File: config.mk
export PLATFORM = sky130hd
export DESIGN_NAME = mmio_responder_flat
export DESIGN_NICKNAME = d
export VERILOG_FILES = /design/src/rtl/mmio_responder_if.sv /design/src/rtl/mmio_responder.sv /design/src/flat_wrapper.sv
export SDC_FILE = /design/constraint.sdc
export NUM_CORES = 1
export LEC_CHECK = 0
export CORE_ASPECT_RATIO = 1.5
export CORE_MARGIN = 5
export CORE_UTILIZATION = 45
export CTS_CLUSTER_SIZE = 10
export DETAILED_ROUTE_END_ITERATION = 10
export GPL_TIMING_DRIVEN = 0
export PLACE_DENSITY = 0.65
export SYNTH_ARGS = -nofsm -noshare
export SYNTH_HDL_FRONTEND = slang
export SYNTH_SLANG_ARGS = --single-unit
export TNS_END_PERCENT = 5
File: constraint.sdc
create_clock -name clock -period 4.2 [get_ports clock]
set_input_delay 1.26 -clock clock [delete_from_list [all_inputs] [get_ports clock]]
set_output_delay 1.26 -clock clock [all_outputs]
set_load 0.05 [all_outputs]
File: src/rtl/mmio_responder_if.sv
// rtl/mmio_responder_if.sv - request/response bus between a requester and mmio_responder
// Signals:
//   address      byte address of the request (requester drives)
//   input_data   store data (requester drives)
//   mem_read     load request (requester drives)
//   mem_write    store request (requester drives)
//   output_data  load data, non-zero only while the responder is in DONE (responder drives)
//   stall        requester must hold its request stable while high (responder drives)
//   hit          address falls inside the 64-byte peripheral window (responder drives)
interface mmio_responder_if;
    logic [31:0] address;
    logic [31:0] input_data;
    logic        mem_read;
    logic        mem_write;
    logic [31:0] output_data;
    logic        stall;
    logic        hit;

    modport master (
        output address,
        output input_data,
        output mem_read,
        output mem_write,
        input  output_data,
        input  stall,
        input  hit
    );

    modport slave (
        input  address,
        input  input_data,
        input  mem_read,
        input  mem_write,
        output output_data,
        output stall,
        output hit
    );
endinterface

File: src/rtl/mmio_responder.sv
// rtl/mmio_responder.sv - memory-mapped LED / light-sensor / cycle-counter / scratch peripheral
// Ports:
//   clock     single clock, all state on rising edge
//   reset     synchronous, active-high, overrides every other input
//   bus       mmio_responder_if.slave: address, input_data, mem_read, mem_write in;
//             output_data, stall, hit out
//   photores  asynchronous 2-bit light-sensor input, synchronized and debounced
//   led       active-low LED drive, the inverse of the LED register
// Register map (word offsets within the window, address[1:0] ignored):
//   0x00 LED (RW, 5 bits)  0x04 PHOTO (RO, 2 bits)  0x08 CYCLE (RO)  0x0C SCRATCH (RW)
module mmio_responder #(
    parameter logic [31:0] BASE_ADDRESS    = 32'h0000_2000,
    parameter int          LATENCY         = 2,
    parameter int          DEBOUNCE_CYCLES = 4
) (
    input  logic                  clock,
    input  logic                  reset,
    mmio_responder_if.slave       bus,
    input  logic [1:0]            photores,
    output logic [4:0]            led
);

    typedef enum logic [1:0] {
        IDLE = 2'd0,
        WAIT = 2'd1,
        DONE = 2'd2
    } state_t;

    localparam logic [3:0]  LAT_M1  = 4'(LATENCY - 1);
    localparam logic [7:0]  DEB_M1  = 8'(DEBOUNCE_CYCLES - 1);
    // Window bounds are compared in 33 bits so a window near the top of the
    // address space does not wrap.
    localparam logic [32:0] BASE_LO = {1'b0, BASE_ADDRESS};
    localparam logic [32:0] BASE_HI = {1'b0, BASE_ADDRESS} + 33'd63;

    localparam logic [3:0]  OFF_LED     = 4'd0;
    localparam logic [3:0]  OFF_PHOTO   = 4'd1;
    localparam logic [3:0]  OFF_CYCLE   = 4'd2;
    localparam logic [3:0]  OFF_SCRATCH = 4'd3;

    state_t      state;
    logic [3:0]  wait_cnt;
    logic [3:0]  lat_offset;
    logic [31:0] lat_data;
    logic        lat_read;
    logic        lat_write;
    logic [31:0] cycle_snap;

    logic [4:0]  led_reg;
    logic [31:0] scratch;
    logic [31:0] cycle_count;
    logic [1:0]  photo;

    logic [1:0]  sync_1;
    logic [1:0]  sync_2;
    logic [1:0]  sync_prev;
    logic [7:0]  stab_cnt [2];

    logic [32:0] addr_ext;
    logic        request;
    logic [31:0] read_value;

    assign addr_ext = {1'b0, bus.address};
    assign bus.hit  = (addr_ext >= BASE_LO) && (addr_ext <= BASE_HI);
    assign request  = bus.hit && (bus.mem_read || bus.mem_write);

    // Stall is raised in the same cycle a hit request appears so the requester
    // holds it through acceptance, then for every WAIT cycle.
    assign bus.stall = ((state == IDLE) && request) || (state == WAIT);

    assign led = ~led_reg;

    // Access FSM plus the writable registers it commits into.
    always_ff @(posedge clock) begin
        if (reset) begin
            state      <= IDLE;
            wait_cnt   <= '0;
            lat_offset <= '0;
            lat_data   <= '0;
            lat_read   <= 1'b0;
            lat_write  <= 1'b0;
            cycle_snap <= '0;
            led_reg    <= '0;
            scratch    <= '0;
        end else begin
            case (state)
                IDLE: begin
                    if (request) begin
                        state      <= WAIT;
                        wait_cnt   <= LAT_M1;
                        lat_offset <= bus.address[5:2];
                        lat_data   <= bus.input_data;
                        lat_read   <= bus.mem_read;
                        lat_write  <= bus.mem_write;
                        // CYCLE loads report the count at acceptance, not at completion.
                        cycle_snap <= cycle_count;
                    end
                end
                WAIT: begin
                    if (wait_cnt == 4'd0) begin
                        state <= DONE;
                        if (lat_write) begin
                            case (lat_offset)
                                OFF_LED:     led_reg <= lat_data[4:0];
                                OFF_SCRATCH: scratch <= lat_data;
                                default:     ;
                            endcase
                        end
                    end else begin
                        wait_cnt <= wait_cnt - 4'd1;
                    end
                end
                DONE: begin
                    state <= IDLE;
                end
                default: begin
                    state <= IDLE;
                end
            endcase
        end
    end

    // Free-running cycle counter, wraps naturally at 32 bits.
    always_ff @(posedge clock) begin
        if (reset) begin
            cycle_count <= '0;
        end else begin
            cycle_count <= cycle_count + 32'd1;
        end
    end

    // Two-flop synchronizer followed by a per-bit stability counter. The
    // counter restarts whenever the synchronized bit moves or already matches
    // PHOTO; PHOTO takes the new value on the edge the count reaches
    // DEBOUNCE_CYCLES-1.
    always_ff @(posedge clock) begin
        if (reset) begin
            sync_1      <= '0;
            sync_2      <= '0;
            sync_prev   <= '0;
            photo       <= '0;
            stab_cnt[0] <= '0;
            stab_cnt[1] <= '0;
        end else begin
            sync_1    <= photores;
            sync_2    <= sync_1;
            sync_prev <= sync_2;
            for (int i = 0; i < 2; i++) begin
                if ((sync_2[i] == photo[i]) || (sync_2[i] != sync_prev[i])) begin
                    stab_cnt[i] <= '0;
                end else begin
                    stab_cnt[i] <= stab_cnt[i] + 8'd1;
                    if ((stab_cnt[i] + 8'd1) >= DEB_M1) begin
                        photo[i] <= sync_2[i];
                    end
                end
            end
        end
    end

    // Load data is only presented in DONE for pure loads; a simultaneous
    // read+write behaves as a store and returns zero.
    always_comb begin
        read_value = '0;
        case (lat_offset)
            OFF_LED:     read_value = {27'd0, led_reg};
            OFF_PHOTO:   read_value = {30'd0, photo};
            OFF_CYCLE:   read_value = cycle_snap;
            OFF_SCRATCH: read_value = scratch;
            default:     read_value = '0;
        endcase
        bus.output_data = '0;
        if ((state == DONE) && lat_read && !lat_write) begin
            bus.output_data = read_value;
        end
    end

endmodule

File: src/flat_wrapper.sv
// flat-port wrapper written by rule: the top's interface ports become plain ports
module mmio_responder_flat 
#(
    parameter logic [31:0] BASE_ADDRESS    = 32'h0000_2000,
    parameter int          LATENCY         = 2,
    parameter int          DEBOUNCE_CYCLES = 4
)
  (clock, reset, photores, led, bus_address, bus_input_data, bus_mem_read, bus_mem_write, bus_output_data, bus_stall, bus_hit);
  mmio_responder_if bus_i ();
  input  logic clock;
  input  logic reset;
  input  logic [1:0] photores;
  output logic [4:0] led;
  input wire logic [$bits(bus_i.address)-1:0] bus_address;
  input wire logic [$bits(bus_i.input_data)-1:0] bus_input_data;
  input wire logic [$bits(bus_i.mem_read)-1:0] bus_mem_read;
  input wire logic [$bits(bus_i.mem_write)-1:0] bus_mem_write;
  output wire logic [$bits(bus_i.output_data)-1:0] bus_output_data;
  output wire logic [$bits(bus_i.stall)-1:0] bus_stall;
  output wire logic [$bits(bus_i.hit)-1:0] bus_hit;
  assign bus_i.address = bus_address;
  assign bus_i.input_data = bus_input_data;
  assign bus_i.mem_read = bus_mem_read;
  assign bus_i.mem_write = bus_mem_write;
  assign bus_output_data = bus_i.output_data;
  assign bus_stall = bus_i.stall;
  assign bus_hit = bus_i.hit;
  mmio_responder #(.BASE_ADDRESS(BASE_ADDRESS), .LATENCY(LATENCY), .DEBOUNCE_CYCLES(DEBOUNCE_CYCLES)) u_core (.clock(clock), .reset(reset), .bus(bus_i), .photores(photores), .led(led));
endmodule
==> metrics.md, run 1 <==
| Metric | Value |
|---|---|
| Slew margin rel. | 57.2% |
| Distinct cells, synth | between 50 and 60 |
| Pwr Density | 362 nW/um^2 |
| Fmax | about 240 MHz |
| Largest family of logic cells by synthesized area | simple AND/OR/NAND/NOR gates |
| Yosys Warn Count | 0 |
| Clock latency on the worst-skew pair | approximately 0.43 ns |
| Slew @ Worst Pin | between 0.6 and 0.7 ns |
| Compound-Gate Fraction of Synth Area | 8.70% |
| Most frequent cells in the layout | nor2_1, dfxtp_1, nand2_1 |
| Antenna violations before repair | 0 |
| Post-route cell area | approximately 9300 sq um |
| DR pass1 iterations | 5 |
| CP Max Fanout | 5 |
| CP cell instances | clkdlybuf4s50_1 -> nor4_2 -> nand4_1 -> nor3_2 -> buf_6 -> nand2b_4 -> buf_8 |
| Die Span Y | ~170 microns |
| Root Buffer | clkbuf_16 |
| Worst min-delay path class | register to register |
| Final Setup Violations | 0 |
| Num rows | 57 |
| Kind of end point of the critical path | output pin |
| Fillers | around 1,500 |
| Ratio of final minimum period to clock period | 98.6% |
| Cell total after placement | ~1,100 |
| Buf/Inv on CP | 3 |
| Routed wire per std cell | approximately 15 microns |
| Clock buffer depth | 2 |
| RePlAce Congestion | between 0.8 and 0.9 |
| CTS Hold Bufs | 0 |
| Multiplexer share of the synthesized area | between 10% and 20% |
| Reg clk slew, reported paths | around 0.06 ns |
| Crit path launch | bus_address[9] |
| Largest net degree at the start of global routing | 17 |
| Cells after Synth | between 800 and 900 |
| GRT Overall Usage | a little under a fifth |
| Synth Area in Simple Gates | a little over a fifth |
| H-tree depth | 4 |
| Chip width | ~110 microns |
| Post-route minimum period | 4.14 ns |
| Number of global-route vias before repair | around 6,000 |
| Total Wirelength | 17.4 mm |
| CP Launch Type | input pin |
| Setup Skew | 0.00908 ns |
| Worst path required time | 2.94 ns |
| Final std cells w/o fill | approximately 1,200 |
| Reg2Reg Launch Point | u_core.wait_cnt[0] |
| DRT iter0 DRCs | 299 |
| Main synth FF type | dfxtp_1 |
| Post-DR vias/cell | about 5.1 |
| Layout overhead on the synthesized area | 27.5% |
| VDD IR max | 0.000294 V |
| Seq. cell area | 3540 sq um |
| Worst reg2reg path depth | 9 |
| WP data arrival | ~2.9 ns |
| Final Util | between 50 and 60% |
| Setup TNS Final | 0 ns |
| RSZ-0062 raised after global routing | true |
| Pleak | between 3 and 4 nW |
| I/O pin count | 109 |
| Total clock sinks | between 150 and 200 |
| Max_cap viols | 0 |
| Slew Viols, Final | 0 |
| WHS | 0.440 ns |
| Num CTS Buffers | 17 |
| Adder-Cell Fraction of Synth Area | under 10% |
| Worst path top cell family by delay | simple AND/OR/NAND/NOR gates |
| GR Overflow Total | 0 |
| Post-synth EDFFs | 16 |
| Nets | 1,030 |
| PortBufs | ~110 |
| Worst path depth | 7 |
| Total Die Area | between 15,000 and 20,000 sq um |
| Initial Util | 45.5% |
| Status | finished clean |
| Setup ws final | about 0.06 ns |
| Antenna-violating nets left | 0 |
| Fin. Hold Viols | 0 |
| CP endpoint | bus_stall |
| CTS tree | done |
| Global-route wire length before repair | 28.6 mm |
| Area of the multi-input gates | between 3000 and 4000 sq um |
| Overall Power | ~3.4 mW |
| Ant. Diodes | 0 |
| CP max-delay cell | clkdlybuf4s50_1 |
| Worst r2r dst | u_core.scratch[26] |
| Pre-CTS setup slack | -1.08 ns |
| Via Count | ~5,900 |
| Kind of critical path | input pin to output pin |
| Most common cell after layout, fill and taps aside | nor2_1 |
| DP HPWL | 12.9 mm |
| FF+latch count, synth | approximately 170 |
| Core area | 16,000 sq um |
| Post-Syn Area per Cell | 8.99 sq um |
| Synth Area in XOR/XNOR | roughly 4.7% |
| Reg2reg setup slack | 1.97 ns |
| Async S/R FF share, synth | 0% |
| Seq/Total Area, Yosys | about half |
| Proportion of layout cells with a drive suffix above 1 | under 10% |
| Placed inst area | approximately 8700 sq um |
| Syn Std Cell Area | between 7000 and 8000 sq um |
| Maximum cell stage delay along the critical path | around 0.41 ns |
| DRC viols | 0 |
worst min-delay path by stage:
stage	startpoint	end	slack (ns)	depth (start not counted)
floorplan	u_core.sync_1[0]	u_core.sync_2[0]	0.41	1
global placement	u_core.sync_1[0]	u_core.sync_2[0]	0.43	1
finish	u_core.sync_1[1]	u_core.sync_2[1]	0.44	1
global route	u_core.sync_1[0]	u_core.sync_2[0]	0.46	1
CTS	u_core.sync_1[0]	u_core.sync_2[0]	0.45	1
detailed placement	u_core.sync_1[1]	u_core.sync_2[1]	0.43	1
worst reg2reg max path, delay by kind of cell, from the launching register on:
family / cells / cell delay [ns]
AOI/OAI and AO/OA: 1 / 0.15
adders and majority gates: 1 / 0.16
buffers and inverters: 3 / 0.67
DFF: 1 / 0.33
and+or+nand+nor: 4 / 0.85
metal layers:
metal | GRT usage (%) | part of all wire (%) | up-vias
met5 | 0 | 0 | -
met4 | 6.15 | 2.0 | 0
met3 | 4.23 | 2.9 | 23
met2 | 33.1 | 53 | 90
met1 | 21.8 | 42 | 2779
li1 | - | - | 3045
cell usage after synthesis, types with 7 or more instances:
library cell | n | share of area [%]
a22oi_1 | 29 | 3.0
xnor2_1 | 14 | 1.7
nand3_1 | 22 | 1.5
nor2_1 | 168 | 8.6
nor2b_1 | 11 | 0.94
inv_1 | 12 | 0.62
nand2_1 | 85 | 4.4
nor3_1 | 8 | 0.55
clkbuf_1 | 36 | 1.9
nand4_1 | 15 | 1.3
dfxtp_1 | 153 | 42
o21ai_0 | 8 | 0.55
edfxtp_1 | 16 | 6.6
a21oi_1 | 41 | 2.8
ha_1 | 7 | 1.2
xor2_1 | 25 | 3.0
mux2i_1 | 78 | 11
nor4_1 | 9 | 0.77
cell type report:
cell class | instances | share of cell area, %
Buffer | 52 | 2.76
Clock buffer | 20 | 4.80
Clock inverter | 12 | 1.60
Inverter | 12 | 0.484
Multi-Input combinational cell | 592 | 38.0
Sequential cell | 169 | 38.1
Tap cell | 206 | 2.77
Timing Repair Buffer | 109 | 11.4
power breakdown:
part,total (mW),switching (mW),internal [mW]
Combinational,0.126,0.0536,0.0720
Clock,1.59,0.643,0.948
Sequential,1.65,0.0113,1.64
cell families after synthesis:
logic type / count (synthesis)
simple gates: 351
flops: 169
compound gates: 99
mux: 80
buf+inv: 65
xor+xnor: 39
fa+ha+maj: 7
other cells: 1
timing repair:
action,CTS,global route
buffers inserted,1,2
pin swaps,1,3
gates resized for setup,31,11
setup endpoints to repair,23,13
Note: power is estimated with default switching activity, not from simulation.
==> run 2: changes to the inputs <==
--- a/config.mk
+++ b/config.mk
@@ -11,6 +11,7 @@
 export CTS_CLUSTER_SIZE = 10
 export DETAILED_ROUTE_END_ITERATION = 10
 export GPL_TIMING_DRIVEN = 0
+export MAX_ROUTING_LAYER = met4
 export PLACE_DENSITY = 0.65
 export SYNTH_ARGS = -nofsm -noshare
 export SYNTH_HDL_FRONTEND = slang
==> run 2 against run 1 <==
Die area unchanged. Utilization unchanged. Flip-flop and latch count unchanged. Cell area unchanged. Via count down 0.20%. Final cell count unchanged. Register-to-register slack about the same. Fmax about the same. Critical path type unchanged. Largest cell class unchanged. Highest routed layer unchanged.
==> metrics.md, run 2 (synthesis gave the netlist of run 1 again) <==
| Metric | Value |
|---|---|
| Status | finished clean |
| Kind of critical path | input pin to output pin |
| Worst r2r dst | u_core.scratch[26] |
| Num CTS Buffers | 17 |
| Initial Util | 45.5% |
| Clock latency on the worst-skew pair | around 0.43 ns |
| Setup Skew | roughly 0.0085 ns |
| Total clock sinks | approximately 170 |
| CTS tree | done |
| Largest net degree at the start of global routing | 17 |
| Most frequent cells in the layout | nor2_1, dfxtp_1, nand2_1 |
| Pleak | approximately 3.2 nW |
| CP Max Fanout | 5 |
| Clock buffer depth | 2 |
| Maximum cell stage delay along the critical path | 0.41 ns |
| Core area | roughly 16,000 sq um |
| Antenna-violating nets left | 0 |
| Fmax | 242 MHz |
| Reg clk slew, reported paths | 0.06 ns |
| Slew Viols, Final | 0 |
| Min-Delay Endpoint | u_core.sync_2[1] |
| Overall Power | ~3.4 mW |
| Hold Path Origin | u_core.sync_1[1] |
| CP max-delay cell | clkdlybuf4s50_1 |
| Total Wirelength | 17.4 mm |
| CP Launch Type | input pin |
| Reg2Reg Launch Point | u_core.wait_cnt[0] |
| Total Die Area | roughly 19,000 sq um |
| Worst min-delay path class | register to register |
| Hold path depth | 1 |
| Reg2reg setup slack | roughly 2 ns |
| Chip width | approximately 110 microns |
| CP cell instances | clkdlybuf4s50_1 -> nor4_2 -> nand4_1 -> nor3_2 -> buf_6 -> nand2b_4 -> buf_8 |
| Post-route minimum period | 4.14 ns |
| Post-DR vias/cell | approximately 5.1 |
| I/O pin count | 109 |
| DRT iter0 DRCs | 337 |
| RSZ-0062 raised after global routing | true |
| Root Buffer | clkbuf_16 |
| H-tree depth | 4 |
| Worst path required time | just under 3 ns |
| WHS | about 0.44 ns |
| DR pass1 iterations | 4 |
| GR Overflow Total | 0 |
| RePlAce Congestion | about 0.82 |
| Ant. Diodes | 0 |
| Antenna violations before repair | 0 |
| Fin. Hold Viols | 0 |
| DRC viols | 0 |
| WP data arrival | ~2.9 ns |
| Slew @ Worst Pin | approximately 0.65 ns |
| Setup TNS Final | 0 ns |
| Num rows | 57 |
| Pwr Density | roughly 360 nW/um^2 |
| Max_cap viols | 0 |
| GRT Overall Usage | between 10% and 20% |
| Routed wire per std cell | between 10 and 15 microns |
| Global-route wire length before repair | roughly 29 mm |
| Most common cell after layout, fill and taps aside | nor2_1 |
| VDD IR max | around 0.00029 V |
| Layout overhead on the synthesized area | 27.5% |
| Kind of end point of the critical path | output pin |
| PortBufs | about 110 |
| Final Util | just under 60% |
| Number of global-route vias before repair | about 5,900 |
| Proportion of layout cells with a drive suffix above 1 | a little under 7% |
| Nets | between 1,000 and 1,500 |
| Final Setup Violations | 0 |
| Worst reg2reg path depth | 9 |
| DP HPWL | between 10 and 15 mm |
| Via Count | roughly 6,000 |
| Die Span Y | 166 microns |
| Ratio of final minimum period to clock period | between 90% and 100% |
| Slew margin rel. | 57.0% |
run 2: cell counts in the layout (fill, tap and decap cells not counted):
No cell type changed its count.
run 2: final cells by class:
class                           instances  area [sq um]
Inverter                               12          45.0
Buffer                                 52           256
Clock inverter                         12           149
Clock buffer                           20           447
Timing Repair Buffer                  109          1060
Tap cell                              206           258
Sequential cell                       169          3540
Fill cell                            1484          6750
Multi-Input combinational cell        592          3540
run 2: critical path: cells and delay by family:
family / cells / cell delay, ns
simple gates: 4 / 0.90
buf+inv: 3 / 0.72
run 2: repair_timing:
item	in CTS	in global routing
setup buffers	1	2
gates resized for setup	31	11
hold buffers	0	0
pin swaps	1	3
setup endpoints to repair	23	13
run 2: stage by stage:
stage	setup slack, ns	cells	cell area, sq um
5_1_grt	-0.0209	1172	9300
4_1_cts	-0.0677	1170	9250
3_5_place_dp	-1.08	1138	8670
3_3_place_gp	-1.11	1138	8670
6_report	0.0592	1172	9300
2_1_floorplan	0.172	826	7350
run 2: layer usage:
layer  track usage, %  routed length (microns)
met3             4.23                      504
met4             6.15                      347
met1             21.8                     7340
met2             33.1                     9190
met5                -                        0
run 2: how the worst max path moves through the flow:
stage / startpoint / end / depth (start not counted)
floorplan: bus_address[31] / bus_stall / 6
global placement: bus_address[28] / bus_stall / 8
detailed placement: bus_address[31] / bus_stall / 8
CTS: bus_address[31] / bus_stall / 7
global route: bus_address[9] / bus_stall / 7
finish: bus_address[9] / bus_stall / 7
run 2: power breakdown:
group / internal (mW) / switching (mW)
Clock: 0.948 / 0.643
Combinational: 0.0720 / 0.0534
Sequential: 1.64 / 0.0113
Total: 2.66 / 0.708
